`config.mk`:
```
export PLATFORM = sky130hd
export DESIGN_NAME = pll_startup_ctrl_flat
export DESIGN_NICKNAME = d
export VERILOG_FILES = /design/src/rtl/pll_startup_ctrl_pkg.sv /design/src/rtl/pll_startup_ctrl_if.sv /design/src/rtl/pll_startup_ctrl_sync_ff2.sv /design/src/rtl/pll_startup_ctrl.sv /design/src/flat_wrapper.sv
export SDC_FILE = /design/constraint.sdc
export NUM_CORES = 1
export LEC_CHECK = 0
export BUFFER_PORTS_ARGS = -buffer_cell sky130_fd_sc_hd__buf_4
export CAP_MARGIN = 10
export CELL_PAD_IN_SITES_DETAIL_PLACEMENT = 1
export CELL_PAD_IN_SITES_GLOBAL_PLACEMENT = 2
export CORE_AREA = 2 2 70 79
export CTS_CLUSTER_SIZE = 14
export DETAILED_ROUTE_END_ITERATION = 8
export DIE_AREA = 0 0 72 81
export PLACE_DENSITY = 0.9
export SYNTH_ARGS = -nofsm -noshare
export SYNTH_HDL_FRONTEND = slang
export SYNTH_SLANG_ARGS = --single-unit
```
`constraint.sdc`:
```
create_clock -name i_clock -period 4.4 [get_ports i_clock]
set_clock_uncertainty 0.1 [all_clocks]
set_input_delay 0.22 -clock i_clock [delete_from_list [all_inputs] [get_ports i_clock]]
set_output_delay 0.22 -clock i_clock [all_outputs]
set_load 0.02 [all_outputs]
```
`src/rtl/pll_startup_ctrl_pkg.sv`:
```
// Shared constants for the PLL startup controller: state encodings,
// counter/retry widths, default timing parameters and saturating helpers.
package pll_ctrl_pkg;

  localparam int CNT_W   = 24;
  localparam int RETRY_W = 4;
  localparam int STATE_W = 3;

  localparam int DEF_RESET_CYCLES  = 16;
  localparam int DEF_LOCK_TIMEOUT  = 65535;
  localparam int DEF_STABLE_CYCLES = 1024;
  localparam int DEF_MAX_RETRIES   = 3;

  // Encodings are visible on o_state (debug / LED), so they are fixed values.
  typedef enum logic [STATE_W-1:0] {
    ST_RESET_HOLD = 3'd0,
    ST_WAIT_LOCK  = 3'd1,
    ST_SETTLE     = 3'd2,
    ST_RUN        = 3'd3,
    ST_FAULT      = 3'd4
  } pll_state_e;

  localparam logic [CNT_W-1:0]   CNT_MAX   = '1;
  localparam logic [RETRY_W-1:0] RETRY_MAX = '1;

  // Counter value seen on the last cycle of an N-cycle interval (counter starts at 0).
  function automatic logic [CNT_W-1:0] cnt_last(input int cycles);
    return CNT_W'(cycles - 1);
  endfunction

  function automatic logic [CNT_W-1:0] cnt_sat_inc(input logic [CNT_W-1:0] v);
    return (v == CNT_MAX) ? v : v + CNT_W'(1);
  endfunction

  function automatic logic [RETRY_W-1:0] retry_sat_inc(input logic [RETRY_W-1:0] v);
    return (v == RETRY_MAX) ? v : v + RETRY_W'(1);
  endfunction

endpackage

```
`src/rtl/pll_startup_ctrl_if.sv`:
```
// Signal bundle between the PLL startup controller and the PLL / fabric side.
// master: controller view; slave: PLL, fabric or testbench view.
interface pll_startup_ctrl_if;
  import pll_ctrl_pkg::*;

  logic               i_pll_lock;
  logic               i_restart;
  logic               o_pll_resetb;
  logic               o_pll_bypass;
  logic               o_ready;
  logic               o_fault;
  logic [RETRY_W-1:0] o_retry_count;
  logic [STATE_W-1:0] o_state;

  modport master (
    input  i_pll_lock,
    input  i_restart,
    output o_pll_resetb,
    output o_pll_bypass,
    output o_ready,
    output o_fault,
    output o_retry_count,
    output o_state
  );

  modport slave (
    output i_pll_lock,
    output i_restart,
    input  o_pll_resetb,
    input  o_pll_bypass,
    input  o_ready,
    input  o_fault,
    input  o_retry_count,
    input  o_state
  );

endinterface

```
`src/rtl/pll_startup_ctrl_sync_ff2.sv`:
```
// Two-flop synchronizer for a single asynchronous level (PLL LOCK).
module sync_ff2 (
  input  logic i_clock,
  input  logic i_reset_n,
  input  logic i_d,
  output logic o_q
);

  logic meta_q;

  // Shift the async level through two flops; both clear to 0 in reset.
  always_ff @(posedge i_clock or negedge i_reset_n) begin
    if (!i_reset_n) begin
      meta_q <= 1'b0;
      o_q    <= 1'b0;
    end else begin
      meta_q <= i_d;
      o_q    <= meta_q;
    end
  end

endmodule

```
`src/rtl/pll_startup_ctrl.sv`:
```
// PLL startup sequencer: holds the PLL in reset, waits for lock with a
// timeout and bounded retries, qualifies lock for a stable interval, then
// flags the PLL clock ready. Lock loss in RUN restarts the whole sequence.
//
// Build option: define PLL_BYPASS_ON_FAULT_EN to drive o_pll_bypass high in
// FAULT so the fabric falls back to the reference clock; otherwise the
// bypass output is tied low.
//
// state         | meaning
// --------------+----------------------------------------------------------
// RESET_HOLD(0) | PLL RESETB low for RESET_CYCLES cycles
// WAIT_LOCK (1) | RESETB high, waiting up to LOCK_TIMEOUT cycles for lock
// SETTLE    (2) | lock seen, needs STABLE_CYCLES consecutive lock cycles
// RUN       (3) | PLL clock valid, o_ready high
// FAULT     (4) | retries exhausted, PLL held in reset until i_restart
module pll_startup_ctrl
  import pll_ctrl_pkg::*;
#(
  parameter int RESET_CYCLES  = DEF_RESET_CYCLES,
  parameter int LOCK_TIMEOUT  = DEF_LOCK_TIMEOUT,
  parameter int STABLE_CYCLES = DEF_STABLE_CYCLES,
  parameter int MAX_RETRIES   = DEF_MAX_RETRIES
) (
  input logic              i_clock,
  input logic              i_reset_n,
  pll_startup_ctrl_if.master bus
);

  localparam logic [CNT_W-1:0]   RESET_LAST  = cnt_last(RESET_CYCLES);
  localparam logic [CNT_W-1:0]   LOCK_LAST   = cnt_last(LOCK_TIMEOUT);
  localparam logic [CNT_W-1:0]   STABLE_LAST = cnt_last(STABLE_CYCLES);
  localparam logic [RETRY_W-1:0] RETRY_LIMIT = RETRY_W'(MAX_RETRIES);

  logic lock_s;

  pll_state_e         state_q, state_d;
  logic [CNT_W-1:0]   cnt_q, cnt_d;
  logic [RETRY_W-1:0] retry_q, retry_d;
  logic               cnt_clr;

  logic resetb_q, resetb_d;
  logic ready_q, ready_d;
  logic fault_q, fault_d;

  sync_ff2 u_lock_sync (
    .i_clock   (i_clock),
    .i_reset_n (i_reset_n),
    .i_d       (bus.i_pll_lock),
    .o_q       (lock_s)
  );

  // Next-state, retry bookkeeping and next values of the registered outputs.
  always_comb begin
    state_d = state_q;
    retry_d = retry_q;
    cnt_clr = 1'b0;

    if (bus.i_restart) begin
      // Restart overrides everything, even a restart while already in RESET_HOLD.
      state_d = ST_RESET_HOLD;
      retry_d = '0;
      cnt_clr = 1'b1;
    end else begin
      unique case (state_q)
        ST_RESET_HOLD: begin
          if (cnt_q == RESET_LAST) state_d = ST_WAIT_LOCK;
        end
        ST_WAIT_LOCK: begin
          // Lock is tested first so it wins on the timeout cycle.
          if (lock_s) begin
            state_d = ST_SETTLE;
          end else if (cnt_q == LOCK_LAST) begin
            if (retry_q < RETRY_LIMIT) begin
              retry_d = retry_sat_inc(retry_q);
              state_d = ST_RESET_HOLD;
            end else begin
              state_d = ST_FAULT;
            end
          end
        end
        ST_SETTLE: begin
          // A lock dropout only restarts qualification; it is not a failed attempt.
          if (!lock_s) begin
            state_d = ST_WAIT_LOCK;
          end else if (cnt_q == STABLE_LAST) begin
            state_d = ST_RUN;
          end
        end
        ST_RUN: begin
          if (!lock_s) begin
            state_d = ST_RESET_HOLD;
            retry_d = '0;
          end
        end
        ST_FAULT: begin
          state_d = ST_FAULT;
        end
        default: begin
          state_d = ST_RESET_HOLD;
          retry_d = '0;
        end
      endcase
    end

    cnt_d = (cnt_clr || (state_d != state_q)) ? '0 : cnt_sat_inc(cnt_q);

    // Outputs are decoded from the next state so they change on the same edge as the state.
    resetb_d = (state_d == ST_WAIT_LOCK) || (state_d == ST_SETTLE) || (state_d == ST_RUN);
    ready_d  = (state_d == ST_RUN);
    fault_d  = (state_d == ST_FAULT);
  end

  // State, counter, retry count and output registers.
  always_ff @(posedge i_clock or negedge i_reset_n) begin
    if (!i_reset_n) begin
      state_q  <= ST_RESET_HOLD;
      cnt_q    <= '0;
      retry_q  <= '0;
      resetb_q <= 1'b0;
      ready_q  <= 1'b0;
      fault_q  <= 1'b0;
    end else begin
      state_q  <= state_d;
      cnt_q    <= cnt_d;
      retry_q  <= retry_d;
      resetb_q <= resetb_d;
      ready_q  <= ready_d;
      fault_q  <= fault_d;
    end
  end

`ifdef PLL_BYPASS_ON_FAULT_EN
  logic bypass_q;

  // Bypass follows FAULT so the fabric runs from the reference clock after failure.
  always_ff @(posedge i_clock or negedge i_reset_n) begin
    if (!i_reset_n) begin
      bypass_q <= 1'b0;
    end else begin
      bypass_q <= fault_d;
    end
  end

  assign bus.o_pll_bypass = bypass_q;
`else
  assign bus.o_pll_bypass = 1'b0;
`endif

  assign bus.o_pll_resetb  = resetb_q;
  assign bus.o_ready       = ready_q;
  assign bus.o_fault       = fault_q;
  assign bus.o_retry_count = retry_q;
  assign bus.o_state       = state_q;

`ifndef SYNTHESIS
  // Output decodes must always agree with the state register.
  a_ready_only_run : assert property (@(posedge i_clock) disable iff (!i_reset_n)
    ready_q == (state_q == ST_RUN));
  a_fault_only_fault : assert property (@(posedge i_clock) disable iff (!i_reset_n)
    fault_q == (state_q == ST_FAULT));
  a_resetb_decode : assert property (@(posedge i_clock) disable iff (!i_reset_n)
    resetb_q == ((state_q == ST_WAIT_LOCK) || (state_q == ST_SETTLE) || (state_q == ST_RUN)));
  a_retry_bound : assert property (@(posedge i_clock) disable iff (!i_reset_n)
    retry_q <= RETRY_LIMIT);
`endif

endmodule

```
`src/flat_wrapper.sv`:
```
// flat-port wrapper written by rule: the top's interface ports become plain ports
module pll_startup_ctrl_flat import pll_ctrl_pkg::*;
#(
  parameter int RESET_CYCLES  = DEF_RESET_CYCLES,
  parameter int LOCK_TIMEOUT  = DEF_LOCK_TIMEOUT,
  parameter int STABLE_CYCLES = DEF_STABLE_CYCLES,
  parameter int MAX_RETRIES   = DEF_MAX_RETRIES
)
  (i_clock, i_reset_n, bus_i_pll_lock, bus_i_restart, bus_o_pll_resetb, bus_o_pll_bypass, bus_o_ready, bus_o_fault, bus_o_retry_count, bus_o_state);
  pll_startup_ctrl_if bus_i ();
  input logic i_clock;
  input logic i_reset_n;
  input wire logic [$bits(bus_i.i_pll_lock)-1:0] bus_i_pll_lock;
  input wire logic [$bits(bus_i.i_restart)-1:0] bus_i_restart;
  output wire logic [$bits(bus_i.o_pll_resetb)-1:0] bus_o_pll_resetb;
  output wire logic [$bits(bus_i.o_pll_bypass)-1:0] bus_o_pll_bypass;
  output wire logic [$bits(bus_i.o_ready)-1:0] bus_o_ready;
  output wire logic [$bits(bus_i.o_fault)-1:0] bus_o_fault;
  output wire logic [$bits(bus_i.o_retry_count)-1:0] bus_o_retry_count;
  output wire logic [$bits(bus_i.o_state)-1:0] bus_o_state;
  assign bus_i.i_pll_lock = bus_i_pll_lock;
  assign bus_i.i_restart = bus_i_restart;
  assign bus_o_pll_resetb = bus_i.o_pll_resetb;
  assign bus_o_pll_bypass = bus_i.o_pll_bypass;
  assign bus_o_ready = bus_i.o_ready;
  assign bus_o_fault = bus_i.o_fault;
  assign bus_o_retry_count = bus_i.o_retry_count;
  assign bus_o_state = bus_i.o_state;
  pll_startup_ctrl #(.RESET_CYCLES(RESET_CYCLES), .LOCK_TIMEOUT(LOCK_TIMEOUT), .STABLE_CYCLES(STABLE_CYCLES), .MAX_RETRIES(MAX_RETRIES)) u_core (.i_clock(i_clock), .i_reset_n(i_reset_n), .bus(bus_i));
endmodule
```
==> metrics.md <==
| Metric | Value |
|---|---|
| Psw | `141 uW` |
| Post-synthesis cell area | `around 2000 sq um` |
| Crit path arrival time | `roughly 2800 ps` |
| Worst-path clk slew | `70 ps` |
| Synth Area per Inst | `9.13 sq um` |
| HP Class | `input pin to register` |
| Tcrit/Tclk final | `0.626` |
| Flop pwr share | `0.555` |
| Hold path start | `bus_i_restart` |
| Clock power share | `0.406` |
| Largest net degree at the start of global routing | `37` |
| Critical path origin | `u_core.cnt_q[0]$_DFFE_PN0P_` |
| Nets@finish | `235` |
| Sequential-to-total area share from yosys stat | `0.461` |
| Core area | `5150 sq um` |
| Worst Max-Slew Pin Slew | `1030 ps` |
| Crit. End Element | `register` |
| Vias/cell | `5.68` |
| # rows | `28` |
| Peak VDD IR | `0.124 mV` |
| Logic pwr share | `0.039` |
| Switch share | `0.232` |
| First-pass GRT wire length | `about 7800 um` |
| Syn Inst Count | `214` |
| Worst-Skew Late Latency | `just under 300 ps` |
| Post-synthesis async set-or-reset flop share | `1.00` |
| Routability cong. | `0.771` |
| Initial Util | `0.379` |
| R2R cell count | `7` |
| Rel. slew slack | `0.311` |
| RSZ-0062 raised after global routing | `false` |
| CP Launch Type | `register` |
| Full die area | `5830 sq um` |
| # IOs | `15` |
| Yosys reg bits | `36` |
| Most frequent cells in the layout | `40 x nor2_1, 36 x dfrtp_1, 16 x nand4_1` |
| Max Fclk | `363 MHz` |
| Routed WL per cell | `15.9 um` |
| Clock root buffer | `clkbuf_8` |
| Post-synth EDFFs | `0` |
| Fin util | `0.424` |
| Via count | `1,641` |
| Number of global-route vias before repair | `1,584` |
| Non-Filler Instances | `289` |
| Reg2Reg Capture Point | `u_core.cnt_q[8]$_DFFE_PN0P_` |
| Predominant post-synthesis flop cell | `dfrtp_1` |
| Hold path cells | `2` |
| Synth cell types | `38` |
| Critical path class | `register to register` |
| Min Tclk post-route | `2750 ps` |
| Worst r2r src | `u_core.cnt_q[0]$_DFFE_PN0P_` |
| P_leak | `between 0.9 and 1 nW` |
| Status | `complete, no violations` |
| Post-CTS sizing | `0` |
| Placed insts | `~280` |
| DIE WIDTH | `72 um` |
| Synth-to-layout area growth | `11.7%` |
| H-tree levels | `2` |
| Initial antenna violation count | `0` |
| DRC | `0` |
| Clock net sink count | `36` |
| Total track usage | `0.170` |
| Worst EP required | `4440 ps` |
| CTS tree | `built` |
| PortBufs | `13` |
| DR iter-0 viols | `between 40 and 50` |
| Critical path peak fanout | `24` |
| Hold endpoint | `u_core.bus.o_fault$_DFF_PN0_` |
| Fin. Hold Viols | `0` |
| Pwr dens | `280 nW/um^2` |
| P_int | `roughly 470 uW` |
| Most common cell after layout, fill and taps aside | `nor2_1` |
| Mapped Nets | `221` |
| Setup TNS | `0 ps` |
| Max-slew violations | `0` |
| Share of post-route cells with drive strength above 1 | `0.109` |
| CTS Buffer Depth | `2` |
| Post-DP Area | `2070 sq um` |
| Num CTS Buffers | `5` |
| Setup violators final | `0` |
| Number of max-cap violations | `0` |
| Final instance area | `2180 sq um` |
| Total wire length | `4600 um` |
| Die height | `81 um` |
| Synthesis Warnings | `0` |
| Detailed placement HPWL | `3290 um` |
| Antenna cells | `0` |
| TritonRoute pass-1 iters | `4` |
| Worst hold-check slack | `~29 ps` |
| Post-route ant nets | `0` |
| R2r setup slk | `1650 ps` |
| Gr ovfl total | `0` |
==> flip-flops by register name (all words and copies together), names as in the netlist <==
name and flops:
u_core.bus.o_pll_resetb 1, u_core.bus.o_state 3, u_core.u_lock_sync.o_q 1, u_core.bus.o_ready 1
u_core.u_lock_sync.meta_q 1, u_core.bus.o_retry_count 4, u_core.bus.o_fault 1, u_core.cnt_q 24
==> metal layers <==
layer  part of all wire  global-route usage  routed length, um  up-vias
li1                   -                   -                  -      789
met1               0.47               0.216               2150      823
met2               0.49               0.292               2240       24
met3              0.034              0.0372                155        5
met4              0.011              0.0472                 52        0
met5                  0                   0                  0        -
==> synthesized netlist by cell type (2+ instances only) <==
cell | instances | share of area
nor2_1 | 40 | 0.077
dfrtp_1 | 36 | 0.46
nand4_1 | 16 | 0.051
nand3_1 | 15 | 0.038
xor2_1 | 15 | 0.067
nand2_1 | 10 | 0.019
and3_1 | 8 | 0.026
nor4_1 | 8 | 0.026
nor3_1 | 7 | 0.018
a21oi_1 | 5 | 0.013
o21ai_0 | 5 | 0.013
inv_1 | 4 | 0.0077
a211oi_1 | 3 | 0.012
ha_1 | 3 | 0.019
nand2b_1 | 3 | 0.0096
nor4_2 | 3 | 0.019
xnor2_1 | 3 | 0.013
and2_1 | 2 | 0.0064
and4_1 | 2 | 0.0090
buf_2 | 2 | 0.0051
buf_4 | 2 | 0.0077
buf_6 | 2 | 0.012
clkbuf_1 | 2 | 0.0038
nand3b_1 | 2 | 0.0077
nor2b_1 | 2 | 0.0064
o22ai_1 | 2 | 0.0064
==> layout make-up <==
type	count	area (sq um)
well taps	60	75.1
inverters	4	15.0
flip-flops and latches	36	901
repair buffers	15	118
multi-input cells	166	983
clock buffers	8	90.1
fillers	607	2970
==> logic make-up (layout without fill, tap and decap cells) <==
| family | after synthesis | in the layout | synth area share |
|---|---|---|---|
| buffers and inverters | 12 | 27 | 0.0358 |
| other | 1 | 1 | 0.00192 |
| AO/OA/AOI/OAI | 20 | 20 | 0.0647 |
| adder cells (fa/ha/maj) | 3 | 3 | 0.0192 |
| flip-flops | 36 | 36 | 0.461 |
| AND/OR/NAND/NOR | 123 | 123 | 0.332 |
| multiplexers | 1 | 1 | 0.00512 |
| XOR/XNOR | 18 | 18 | 0.0807 |
==> critical path, cell delays in order, from the launching register on <==
cell and delay (ps):
dfrtp_1 440, ha_1 230, and3_1 290, nand3_1 200, o31ai_2 260, nor3_1 100
o21ai_2 830, nor3_1 140
==> per-stage QoR <==
stage	power [mW]	worst slack, ps
2_1_floorplan	0.357	2360
3_3_place_gp	0.367	1740
3_5_place_dp	0.368	1590
4_1_cts	0.614	1590
5_1_grt	0.633	1330
6_report	0.610	1650
==> timing repair <==
action | CTS | global route
hold buffers | 2 | 0
endpoints found under the hold margin | 37 | 0
buffers inserted | 0 | 0
==> power by group through the flow <==
stage	registers [mW]	logic [mW]	clock network [mW]
2_1_floorplan	0.343	0.0142	0
3_3_place_gp	0.344	0.0223	0
3_5_place_dp	0.345	0.0229	0
4_1_cts	0.339	0.0244	0.251
5_1_grt	0.340	0.0274	0.266
6_report	0.338	0.0236	0.248
==> how the worst max path moves through the flow <==
stage | end | slack [ps] | cells after the start
finish | u_core.cnt_q[8]$_DFFE_PN0P_ | 1650 | 7
global route | u_core.cnt_q[23]$_DFFE_PN0P_ | 1330 | 7
CTS | u_core.cnt_q[23]$_DFFE_PN0P_ | 1590 | 7
detailed placement | u_core.cnt_q[23]$_DFFE_PN0P_ | 1590 | 7
global placement | u_core.cnt_q[8]$_DFFE_PN0P_ | 1740 | 7
floorplan | u_core.cnt_q[16]$_DFFE_PN0P_ | 2360 | 7
Power figures use the tool's default switching activity.
